[src/rtl/muldiv_pkg.sv]
// Shared encodings and sizes for the MULT/MULTU/DIV/DIVU sequencer.
//   op_e     : request opcode as presented by EXE
//   state_e  : sequencer FSM states
//   mag()    : two's-complement magnitude helper
package muldiv_pkg;

  localparam int unsigned XLEN_W    = 32;
  localparam int unsigned ACC_W     = 2 * XLEN_W;
  localparam int unsigned DIV_STEPS = 32;
  localparam int unsigned CNT_W     = 5;

  typedef enum logic [1:0] {
    OP_MULT  = 2'd0,
    OP_MULTU = 2'd1,
    OP_DIV   = 2'd2,
    OP_DIVU  = 2'd3
  } op_e;

  typedef enum logic [1:0] {
    S_IDLE = 2'd0,
    S_CALC = 2'd1,
    S_FIX  = 2'd2,
    S_DONE = 2'd3
  } state_e;

  // Absolute value when neg is set, raw value otherwise.
  function automatic logic [XLEN_W-1:0] mag(input logic [XLEN_W-1:0] x, input logic neg);
    return neg ? (~x + XLEN_W'(1)) : x;
  endfunction

endpackage

[src/rtl/muldiv_seq_ctrl_if.sv]
// Request/result bus between EXE and the mul/div sequencer.
//   master : EXE side (drives req_*, res_ready)
//   slave  : sequencer side (drives req_ready, busy, res_*)
interface muldiv_seq_ctrl_if;
  logic        req_valid;
  logic [1:0]  req_op;
  logic [31:0] req_src1;
  logic [31:0] req_src2;
  logic        req_ready;
  logic        busy;
  logic        res_valid;
  logic        res_ready;
  logic [31:0] res_hi;
  logic [31:0] res_lo;

  modport master (
    output req_valid, req_op, req_src1, req_src2, res_ready,
    input  req_ready, busy, res_valid, res_hi, res_lo
  );

  modport slave (
    input  req_valid, req_op, req_src1, req_src2, res_ready,
    output req_ready, busy, res_valid, res_hi, res_lo
  );
endinterface

[src/rtl/muldiv_step.sv]
// One iteration of the mul/div datapath (combinational).
//   i_div  : 1 = restoring-divide step, 0 = shift-add multiply step
//   i_acc  : {hi,lo} accumulator ({partial,multiplier} or {rem,quo})
//   i_opnd : multiplicand or divisor magnitude
//   o_acc  : accumulator after this step
module muldiv_step
  import muldiv_pkg::*;
(
  input  logic              i_div,
  input  logic [ACC_W-1:0]  i_acc,
  input  logic [XLEN_W-1:0] i_opnd,
  output logic [ACC_W-1:0]  o_acc
);

  logic [XLEN_W:0]   w_sum;
  logic [XLEN_W:0]   w_trial;
  logic              w_ge;
  logic [XLEN_W-1:0] w_rem;

  always_comb begin
    // Multiply: add multiplicand into the top half when the current multiplier bit is set, then shift right.
    w_sum   = {1'b0, i_acc[ACC_W-1:XLEN_W]} + {1'b0, (i_acc[0] ? i_opnd : '0)};
    // Divide: the shifted partial remainder can need 33 bits before the subtract.
    w_trial = i_acc[ACC_W-1:XLEN_W-1];
    w_ge    = (w_trial >= {1'b0, i_opnd});
    w_rem   = w_trial[XLEN_W-1:0] - i_opnd;
    if (i_div) begin
      o_acc = w_ge ? {w_rem, i_acc[XLEN_W-2:0], 1'b1} : {i_acc[ACC_W-2:0], 1'b0};
    end else begin
      o_acc = {w_sum, i_acc[XLEN_W-1:1]};
    end
  end

endmodule

[src/rtl/muldiv_seq_ctrl.sv]
// Sequencer for MULT/MULTU/DIV/DIVU beside EXE; returns {hi,lo} for HI/LO.
//   clk, reset : clock, synchronous active-high reset
//   cancel     : WB flush, aborts any in-flight op
//   bus        : request/result handshake (slave side)
module muldiv_seq_ctrl
  import muldiv_pkg::*;
#(
  parameter bit          FAST_MUL = 1'b1,
  parameter int unsigned XLEN     = 32
) (
  input  logic        clk,
  input  logic        reset,
  input  logic        cancel,
  muldiv_seq_ctrl_if.slave bus
);

  state_e            r_state, w_state_nxt;
  logic [CNT_W-1:0]  r_cnt, w_cnt_nxt;
  logic              r_div, w_div_nxt;
  logic              r_neg_res, w_neg_res_nxt;
  logic              r_neg_rem, w_neg_rem_nxt;
  logic              r_div0, w_div0_nxt;
  logic [ACC_W-1:0]  r_acc, w_acc_nxt;
  logic [XLEN-1:0]   r_opnd, w_opnd_nxt;
  logic [XLEN-1:0]   r_hi, w_hi_nxt;
  logic [XLEN-1:0]   r_lo, w_lo_nxt;

  op_e               w_op;
  logic              w_signed, w_is_div, w_neg1, w_neg2, w_accept;
  logic [XLEN-1:0]   w_mag1, w_mag2, w_rem, w_quo;
  logic [ACC_W-1:0]  w_step, w_prod_mag, w_prod;

  muldiv_step u_step (
    .i_div  (r_div),
    .i_acc  (r_acc),
    .i_opnd (r_opnd),
    .o_acc  (w_step)
  );

  assign bus.req_ready = (r_state == S_IDLE) & ~cancel & ~reset;
  assign bus.busy      = (r_state != S_IDLE);
  assign bus.res_valid = (r_state == S_DONE);
  assign bus.res_hi    = r_hi;
  assign bus.res_lo    = r_lo;

  // Next-state and datapath update.
  always_comb begin
    w_state_nxt   = r_state;
    w_cnt_nxt     = r_cnt;
    w_div_nxt     = r_div;
    w_neg_res_nxt = r_neg_res;
    w_neg_rem_nxt = r_neg_rem;
    w_div0_nxt    = r_div0;
    w_acc_nxt     = r_acc;
    w_opnd_nxt    = r_opnd;
    w_hi_nxt      = r_hi;
    w_lo_nxt      = r_lo;

    w_op     = op_e'(bus.req_op);
    w_signed = (w_op == OP_MULT) || (w_op == OP_DIV);
    w_is_div = (w_op == OP_DIV) || (w_op == OP_DIVU);
    w_neg1   = w_signed & bus.req_src1[XLEN-1];
    w_neg2   = w_signed & bus.req_src2[XLEN-1];
    w_mag1   = mag(bus.req_src1, w_neg1);
    w_mag2   = mag(bus.req_src2, w_neg2);
    w_accept = bus.req_valid & bus.req_ready;

    w_prod_mag = (FAST_MUL && !r_div) ? (ACC_W'(r_opnd) * ACC_W'(r_acc[XLEN-1:0])) : r_acc;
    w_prod     = r_neg_res ? (~w_prod_mag + ACC_W'(1)) : w_prod_mag;
    w_rem      = mag(r_acc[ACC_W-1:XLEN], r_neg_rem);
    w_quo      = r_div0 ? '1 : mag(r_acc[XLEN-1:0], r_neg_res);

    unique case (r_state)
      S_IDLE: begin
        if (w_accept) begin
          w_div_nxt     = w_is_div;
          w_neg_res_nxt = w_neg1 ^ w_neg2;
          w_neg_rem_nxt = w_neg1;
          w_div0_nxt    = w_is_div && (bus.req_src2 == '0);
          w_cnt_nxt     = '0;
          // Divide keeps the dividend in the low half and shifts it left; multiply keeps the multiplier there.
          w_acc_nxt     = w_is_div ? {{XLEN{1'b0}}, w_mag1} : {{XLEN{1'b0}}, w_mag2};
          w_opnd_nxt    = w_is_div ? w_mag2 : w_mag1;
          w_state_nxt   = (FAST_MUL && !w_is_div) ? S_FIX : S_CALC;
        end
      end
      S_CALC: begin
        w_acc_nxt = w_step;
        w_cnt_nxt = r_cnt + CNT_W'(1);
        if (r_cnt == CNT_W'(DIV_STEPS - 1)) begin
          w_state_nxt = S_FIX;
        end
      end
      S_FIX: begin
        if (!cancel) begin
          w_hi_nxt = r_div ? w_rem : w_prod[ACC_W-1:XLEN];
          w_lo_nxt = r_div ? w_quo : w_prod[XLEN-1:0];
        end
        w_state_nxt = S_DONE;
      end
      S_DONE: begin
        if (bus.res_ready) begin
          w_state_nxt = S_IDLE;
        end
      end
      default: w_state_nxt = S_IDLE;
    endcase

    if (cancel) begin
      w_state_nxt = S_IDLE;
    end
  end

  // State and datapath registers.
  always_ff @(posedge clk) begin
    if (reset) begin
      r_state   <= S_IDLE;
      r_cnt     <= '0;
      r_div     <= 1'b0;
      r_neg_res <= 1'b0;
      r_neg_rem <= 1'b0;
      r_div0    <= 1'b0;
      r_acc     <= '0;
      r_opnd    <= '0;
      r_hi      <= '0;
      r_lo      <= '0;
    end else begin
      r_state   <= w_state_nxt;
      r_cnt     <= w_cnt_nxt;
      r_div     <= w_div_nxt;
      r_neg_res <= w_neg_res_nxt;
      r_neg_rem <= w_neg_rem_nxt;
      r_div0    <= w_div0_nxt;
      r_acc     <= w_acc_nxt;
      r_opnd    <= w_opnd_nxt;
      r_hi      <= w_hi_nxt;
      r_lo      <= w_lo_nxt;
    end
  end

endmodule
[src/flat_wrapper.sv]
// flat-port wrapper written by rule: the top's interface ports become plain ports
module muldiv_seq_ctrl_flat import muldiv_pkg::*;
#(
  parameter bit          FAST_MUL = 1'b1,
  parameter int unsigned XLEN     = 32
)
  (clk, reset, cancel, bus_req_valid, bus_req_op, bus_req_src1, bus_req_src2, bus_res_ready, bus_req_ready, bus_busy, bus_res_valid, bus_res_hi, bus_res_lo);
  muldiv_seq_ctrl_if bus_i ();
  input  logic clk;
  input  logic reset;
  input  logic cancel;
  input wire logic [$bits(bus_i.req_valid)-1:0] bus_req_valid;
  input wire logic [$bits(bus_i.req_op)-1:0] bus_req_op;
  input wire logic [$bits(bus_i.req_src1)-1:0] bus_req_src1;
  input wire logic [$bits(bus_i.req_src2)-1:0] bus_req_src2;
  input wire logic [$bits(bus_i.res_ready)-1:0] bus_res_ready;
  output wire logic [$bits(bus_i.req_ready)-1:0] bus_req_ready;
  output wire logic [$bits(bus_i.busy)-1:0] bus_busy;
  output wire logic [$bits(bus_i.res_valid)-1:0] bus_res_valid;
  output wire logic [$bits(bus_i.res_hi)-1:0] bus_res_hi;
  output wire logic [$bits(bus_i.res_lo)-1:0] bus_res_lo;
  assign bus_i.req_valid = bus_req_valid;
  assign bus_i.req_op = bus_req_op;
  assign bus_i.req_src1 = bus_req_src1;
  assign bus_i.req_src2 = bus_req_src2;
  assign bus_i.res_ready = bus_res_ready;
  assign bus_req_ready = bus_i.req_ready;
  assign bus_busy = bus_i.busy;
  assign bus_res_valid = bus_i.res_valid;
  assign bus_res_hi = bus_i.res_hi;
  assign bus_res_lo = bus_i.res_lo;
  muldiv_seq_ctrl #(.FAST_MUL(FAST_MUL), .XLEN(XLEN)) u_core (.clk(clk), .reset(reset), .cancel(cancel), .bus(bus_i));
endmodule
[config.mk]
export PLATFORM = sky130hd
export DESIGN_NAME = muldiv_seq_ctrl_flat
export DESIGN_NICKNAME = d
export VERILOG_FILES = /design/src/rtl/muldiv_pkg.sv /design/src/rtl/muldiv_seq_ctrl_if.sv /design/src/rtl/muldiv_step.sv /design/src/rtl/muldiv_seq_ctrl.sv /design/src/flat_wrapper.sv
export SDC_FILE = /design/constraint.sdc
export NUM_CORES = 2
export LEC_CHECK = 0
export BUFFER_PORTS_ARGS = -buffer_cell sky130_fd_sc_hd__buf_2
export CAP_MARGIN = 20
export CORE_ASPECT_RATIO = 0.5
export CORE_MARGIN = 4
export CORE_UTILIZATION = 40
export CTS_CLUSTER_DIAMETER = 60
export DETAILED_ROUTE_END_ITERATION = 16
export GPL_ROUTABILITY_DRIVEN = 0
export PLACE_DENSITY_LB_ADDON = 0.2
export SLEW_MARGIN = 30
export SYNTH_ARGS = -nofsm -noshare
export SYNTH_HDL_FRONTEND = slang
export SYNTH_SLANG_ARGS = --single-unit
[constraint.sdc]
create_clock -name clk -period 10.3 [get_ports clk]
set_input_delay 1.545 -clock clk [delete_from_list [all_inputs] [get_ports clk]]
set_output_delay 1.545 -clock clk [all_outputs]
set_load 0.1 [all_outputs]
Word-level counts from Yosys, hierarchy flattened
Index checks and enable logic that the tools add are counted.
W data, S select, Z words.

cells by class
  bitwise gates (word level) = 13
  reduce and logical (&&, ||, !) cells = 13
  magnitude comparators = 1
  multiplexer cells = 23
  $add $sub $neg = 8
  equal/unequal tests = 9
  multipliers = 1

operators by type and width
  cell                     count
  $mux W32                 10
  $mux W64                 5
  $add A32 B1 Y32 const B  4
  $not A32 Y32             4
  $pmux W64 S2             1
  $add A64 B1 Y64 const B  1
  $mul A32 B32 Y64         1
  $not A64 Y64             1
  $add A32 B32 Y33         1
  $ge A33 B32 Y1           1
  $logic_not A32 Y1        1
  $sub A32 B32 Y32         1
  $pmux W5 S2              1
  $eq A2 B2 Y1 const B     4
  $mux W2                  4
  $pmux W2 S4              1
  $reduce_and A2 Y1        3
  $add A5 B1 Y5 const B    1
  $and A1 B1 Y1            5
  $eq A5 B5 Y1 const B     1
  $mux W5                  1
  $logic_not A2 Y1         2
  $ne A2 B1 Y1 const B     2
  $reduce_bool A2 Y1       2
  other kinds (8)          10

word-level totals
  output and inout port bits = 67
  input bits = 71
  word-level logic and storage cells = 78
  register bits after elaboration = 171

Longest topological paths before layout
  word-level depth = 7
  gate-level depth with buffers = 34
  gate-level depth less buffers = 30

Modules after synthesis
Synthesis repeated with hierarchy kept, for this count alone.

unflattened totals
  cells, all modules = 6452
  area, all modules = 52102.5 um2

by module, submodules not included
  module           cells each  area each (um2)  sequential area each (um2)  instances
  muldiv_seq_ctrl  5744        47325.4          3423.3                      1
  muldiv_step      708         4777.1           0.0                         1

Least setup slack after synthesis
No wires, ideal clock.

  path type = register to register
  start = register u_core.r_acc[15]
  end = register u_core.r_hi[26], in the netlist u_core.bus.res_hi[26]
  period minus slack after synthesis = 8672 ps
  cell stages (with the launch flop) = 28
  setup time = 122 ps
  data arrival time = 8550 ps
  buffers on the path = 3
  path slack = 1628 ps
  required time = 10178 ps
  cell sequence = dfxtp_1 -> clkbuf_1 -> clkbuf_1 -> and2_1 -> fa_1 -> fa_1 -> inv_1 -> fa_1 -> fa_1 -> inv_1 -> fa_1 -> fa_1 -> fa_1 -> fa_1 -> ha_1 -> clkbuf_1 -> and4_1 -> a221o_1 -> and2_1 -> or4_1 -> and4_4 -> nor4_2 -> o211ai_1 -> or4_4 -> or4_4 -> o21a_1 -> nor3_1 -> o21ai_1

on the way
  longest elaborated chain between the ends = 6

RTL lines
  element                 line                    source
  start, declared         muldiv_seq_ctrl.sv:23   logic [ACC_W-1:0] r_acc, w_acc_nxt;
  start signal, assigned  muldiv_seq_ctrl.sv:134  r_acc <= w_acc_nxt;
  $mul A32 B32 Y64        muldiv_seq_ctrl.sv:68   w_prod_mag = (FAST_MUL && !r_div) ? (ACC_W'(r_opnd) * ACC_W'(r_acc[XLEN-1:0])) : r_acc;
  $mux W64 (*)            muldiv_seq_ctrl.sv:68
  $not A64 Y64            muldiv_seq_ctrl.sv:69   w_prod = r_neg_res ? (~w_prod_mag + ACC_W'(1)) : w_prod_mag;
  $add A64 B1 Y64         muldiv_seq_ctrl.sv:69
  $mux W64 (*)            muldiv_seq_ctrl.sv:69
  $mux W32 (*)            muldiv_seq_ctrl.sv:96   w_hi_nxt = r_div ? w_rem : w_prod[ACC_W-1:XLEN];
  end signal, assigned    muldiv_seq_ctrl.sv:136  r_hi <= w_hi_nxt;
  end, declared           muldiv_seq_ctrl.sv:25   logic [XLEN-1:0] r_hi, w_hi_nxt;

Every way passes the cells marked *; elsewhere a longest branch is shown, timed or not.
A chain may end at the register's enable or synchronous reset.

Worst setup path in the final report
  start = register u_core.r_opnd[21]
  end = register u_core.r_hi[29], in the netlist u_core.bus.res_hi[29]

on the way
  longest elaborated chain between the ends = 6

RTL lines
  element                 line                    source
  start, declared         muldiv_seq_ctrl.sv:24   logic [XLEN-1:0] r_opnd, w_opnd_nxt;
  start signal, assigned  muldiv_seq_ctrl.sv:135  r_opnd <= w_opnd_nxt;
  $mul A32 B32 Y64 (*)    muldiv_seq_ctrl.sv:68
  $mux W64 (*)            muldiv_seq_ctrl.sv:68
  $not A64 Y64            muldiv_seq_ctrl.sv:69
  $add A64 B1 Y64         muldiv_seq_ctrl.sv:69
  $mux W64 (*)            muldiv_seq_ctrl.sv:69
  $mux W32 (*)            muldiv_seq_ctrl.sv:96

Marks and branches as above.

==> results.json <==
{
  "outcome": "completed",
  "startpoint_type": "register",
  "postPlaceCellArea_um2": 53400,
  "yosys_warnings": 0,
  "grt_util_all_layers_pct": 29.3,
  "root_buffer": "clkbuf_16",
  "grt_start_max_net_pins": 85,
  "cts_buffer_depth": 2,
  "row_count": 91,
  "wl_per_cell_um": 24.9,
  "postSynthNetCount": 7491,
  "p_per_area_nw_per_um2": 56.1,
  "cts_hold_buf": 0,
  "dieArea_um2": 133000,
  "slew_viol_final": 0,
  "drtIter0Drc": 4922,
  "die_y_um": 259,
  "max_stage_delay_ns": 0.77,
  "finClkSkew_ns": 0.0286,
  "cap_violations": 0,
  "cpMostUsedCell": "fa_1",
  "grt_pass1_vias": 45500,
  "routed_wl_um": 195000,
  "synth_ff_type": "dfxtp_1",
  "ir_worst_vdd_uv": 98.5,
  "hp-class": "reg2reg",
  "synth_seq_area_share_pct": 6.77,
  "clkLatencyLatePin_ns": 0.52,
  "grt_pass1_wl_um": 292000,
  "tns_ns": 0,
  "ys_types": 100,
  "cpMaxStageDelayCell": "fa_1",
  "syn_avg_cell_area_um2": 8.18,
  "p_leak_nw": 26.1,
  "final_nets": 7439,
  "overflow": 0,
  "area_delta_synth_final_pct": 6.94,
  "cp.arrival_ns": 10.41,
  "antenna_found_initial": 19,
  "p_total_w": 0.00304,
  "synth.largest_area_cell": "fa_1",
  "drc": 0,
  "yosys_register_bits": 171,
  "final_core_util_pct": 43.5,
  "synth_top_cell_area_share_pct": 35.5,
  "synth-edff-count": 0,
  "synth_cells": 6182,
  "stdcell_area_um2": 54100,
  "io_buffers": 137,
  "vias_per_cell": 5.74,
  "firstDrtPassIters": 6,
  "criticalPathCategory": "reg2reg",
  "initial_utilization_pct": 40.7,
  "vias": 45000,
  "hold_viol": 0,
  "hpwl_um": 160000,
  "htree_num_levels": 4,
  "fin_crit_ns": 9.96,
  "slew-limit-headroom_pct": 32.8,
  "core_um2": 124000,
  "postRouteAntennaNets": 0,
  "drive_above_1_share_pct": 7.59,
  "nFillCells": 12500,
  "syn_area_um2": 50600,
  "clock-sinks": 171,
  "die_x_um": 511,
  "setup-violations-final": 0,
  "endpoint_kind": "register",
  "rsz0062_at_grt": "false",
  "final_cells": 7830,
  "worstMarginPinSlew_ns": 1.01,
  "num_io_pins": 138,
  "cts_buffers": 17,
  "fmax_ghz": 0.100,
  "cts_tree": "yes",
  "synthArstFlopShare_pct": 0,
  "worst_ep_required_time_ns": 10.75,
  "placed_cells": 7785,
  "clkTransAtPathRegs_ns": 0.09,
  "yosys-top-cells-area": "fa_1, ha_1, inv_1, and2_1, dfxtp_1",
  "crit_path_max_fanout": 12,
  "fin_crit_sh_pct": 96.7
}
[critical path: cells and delay by family, from the launching register on]
family                     cells  cell delay (ns)
buffers and inverters          6             1.13
DFF                            1             0.74
AOI/OAI and AO/OA              9             2.51
and+or+nand+nor                4             1.12
adders and majority gates      9             4.39
[kinds of logic (layout without fill, tap and decap cells)]
family | after synthesis | count (layout) | synth area share, %
and+or+nand+nor | 2084 | 2084 | 20.3
muxes | 55 | 55 | 1.10
other | 0 | 13 | 0
DFF | 171 | 171 | 6.77
adders and majority gates | 1238 | 1238 | 44.0
buffers and inverters | 1370 | 1331 | 10.2
xor gates and xnor gates | 248 | 248 | 4.31
AOI/OAI and AO/OA | 1016 | 1016 | 13.4
[power breakdown]
part	total (W)	leakage, nW	switching (W)	internal (W)
Sequential	0.000759	1.39	0.0000809	0.000679
Combinational	0.00153	24.4	0.00102	0.000515
Clock	0.000745	0.296	0.000374	0.000371
Total	0.00304	26.1	0.00147	0.00156
[metal layers]
metal,wire length (µm),GRT usage (%)
met2,79600,42.2
met3,25500,10.9
met1,82900,40.5
met4,6470,9.32
met5,166,0
[sequential cells by signal (all words and copies together), names as in the netlist]
signal             cells
u_core.r_div0          1
u_core.r_neg_rem       1
u_core.r_acc          64
u_core.bus.res_hi     32
u_core.bus.res_lo     32
u_core.r_state         2
u_core.r_div           1
u_core.r_neg_res       1
u_core.r_opnd         32
u_core.r_cnt           5
[cell usage in the layout (no fill, tap or decap), types with 161 or more instances in the layout]
master	count
nor2_1	311
xnor2_1	161
inv_1	966
buf_4	188
fa_1	898
ha_1	340
nand2_1	788
a21oi_1	280
and2_1	563
o21ai_0	188
[stage by stage]
| stage | hold slack, ns | setup WS [ns] |
|---|---|---|
| finish | 0.455 | 0.337 |
| global route | 0.477 | 0.0426 |
| CTS | 0.457 | 0.446 |
| detailed placement | 0.442 | 0.526 |
| global placement | 0.438 | 0.544 |
| floorplan | 0.462 | 1.63 |
[repair_timing]
item                                    in CTS  in global routing
endpoints found under the setup margin       0                  8
setup buffers                                0                  0
gates resized for setup                      0                  4
[final cells by class]
cell class | count | area [µm²] | share of cell area (%)
flip-flops and latches | 171 | 3450 | 6.37
multi-input cells | 4641 | 42100 | 77.8
inverters | 970 | 3640 | 6.73
well taps | 1674 | 2090 | 3.87
repair buffers | 329 | 2190 | 4.05
clock inverters | 15 | 203 | 0.375
clock buffers | 17 | 425 | 0.786
diodes | 13 | 32.5 | 0.0601
[cells in the mapped netlist, types with 11 or more instances]
cell type / count
and4_1: 11
or4_1: 17
inv_1: 967
o211ai_1: 52
a22oi_1: 14
nand2_1: 789
buf_1: 46
nor4_1: 27
a21o_1: 75
a211oi_1: 58
nand2b_1: 34
a21oi_1: 281
and3_1: 25
fa_1: 898
a31oi_1: 27
xnor2_1: 161
nand4_1: 39
or2_2: 37
o221ai_1: 33
nor3_1: 102
ha_1: 340
o21bai_1: 27
o21ai_0: 190
and2_1: 563
nor2b_1: 16
nor2_1: 312
dfxtp_1: 171
o21ai_1: 17
o31ai_1: 43
clkbuf_1: 343
mux2i_1: 51
nand3_1: 46
or3_1: 26
a311oi_1: 25
o21a_1: 25
xor2_1: 86
[final timing paths]
check                       startpoint               endpoint  slack [ns]  depth (start not counted)
hold / removal    u_core.bus.res_hi[9]   u_core.bus.res_hi[9]        0.45                          2
setup reg to reg     u_core.r_opnd[21]  u_core.bus.res_hi[29]        0.34                         28
setup / recovery     u_core.r_opnd[21]  u_core.bus.res_hi[29]        0.34                         28
hold reg to reg   u_core.bus.res_hi[9]   u_core.bus.res_hi[9]        0.45                          2
(Power assumes the default switching activity.)
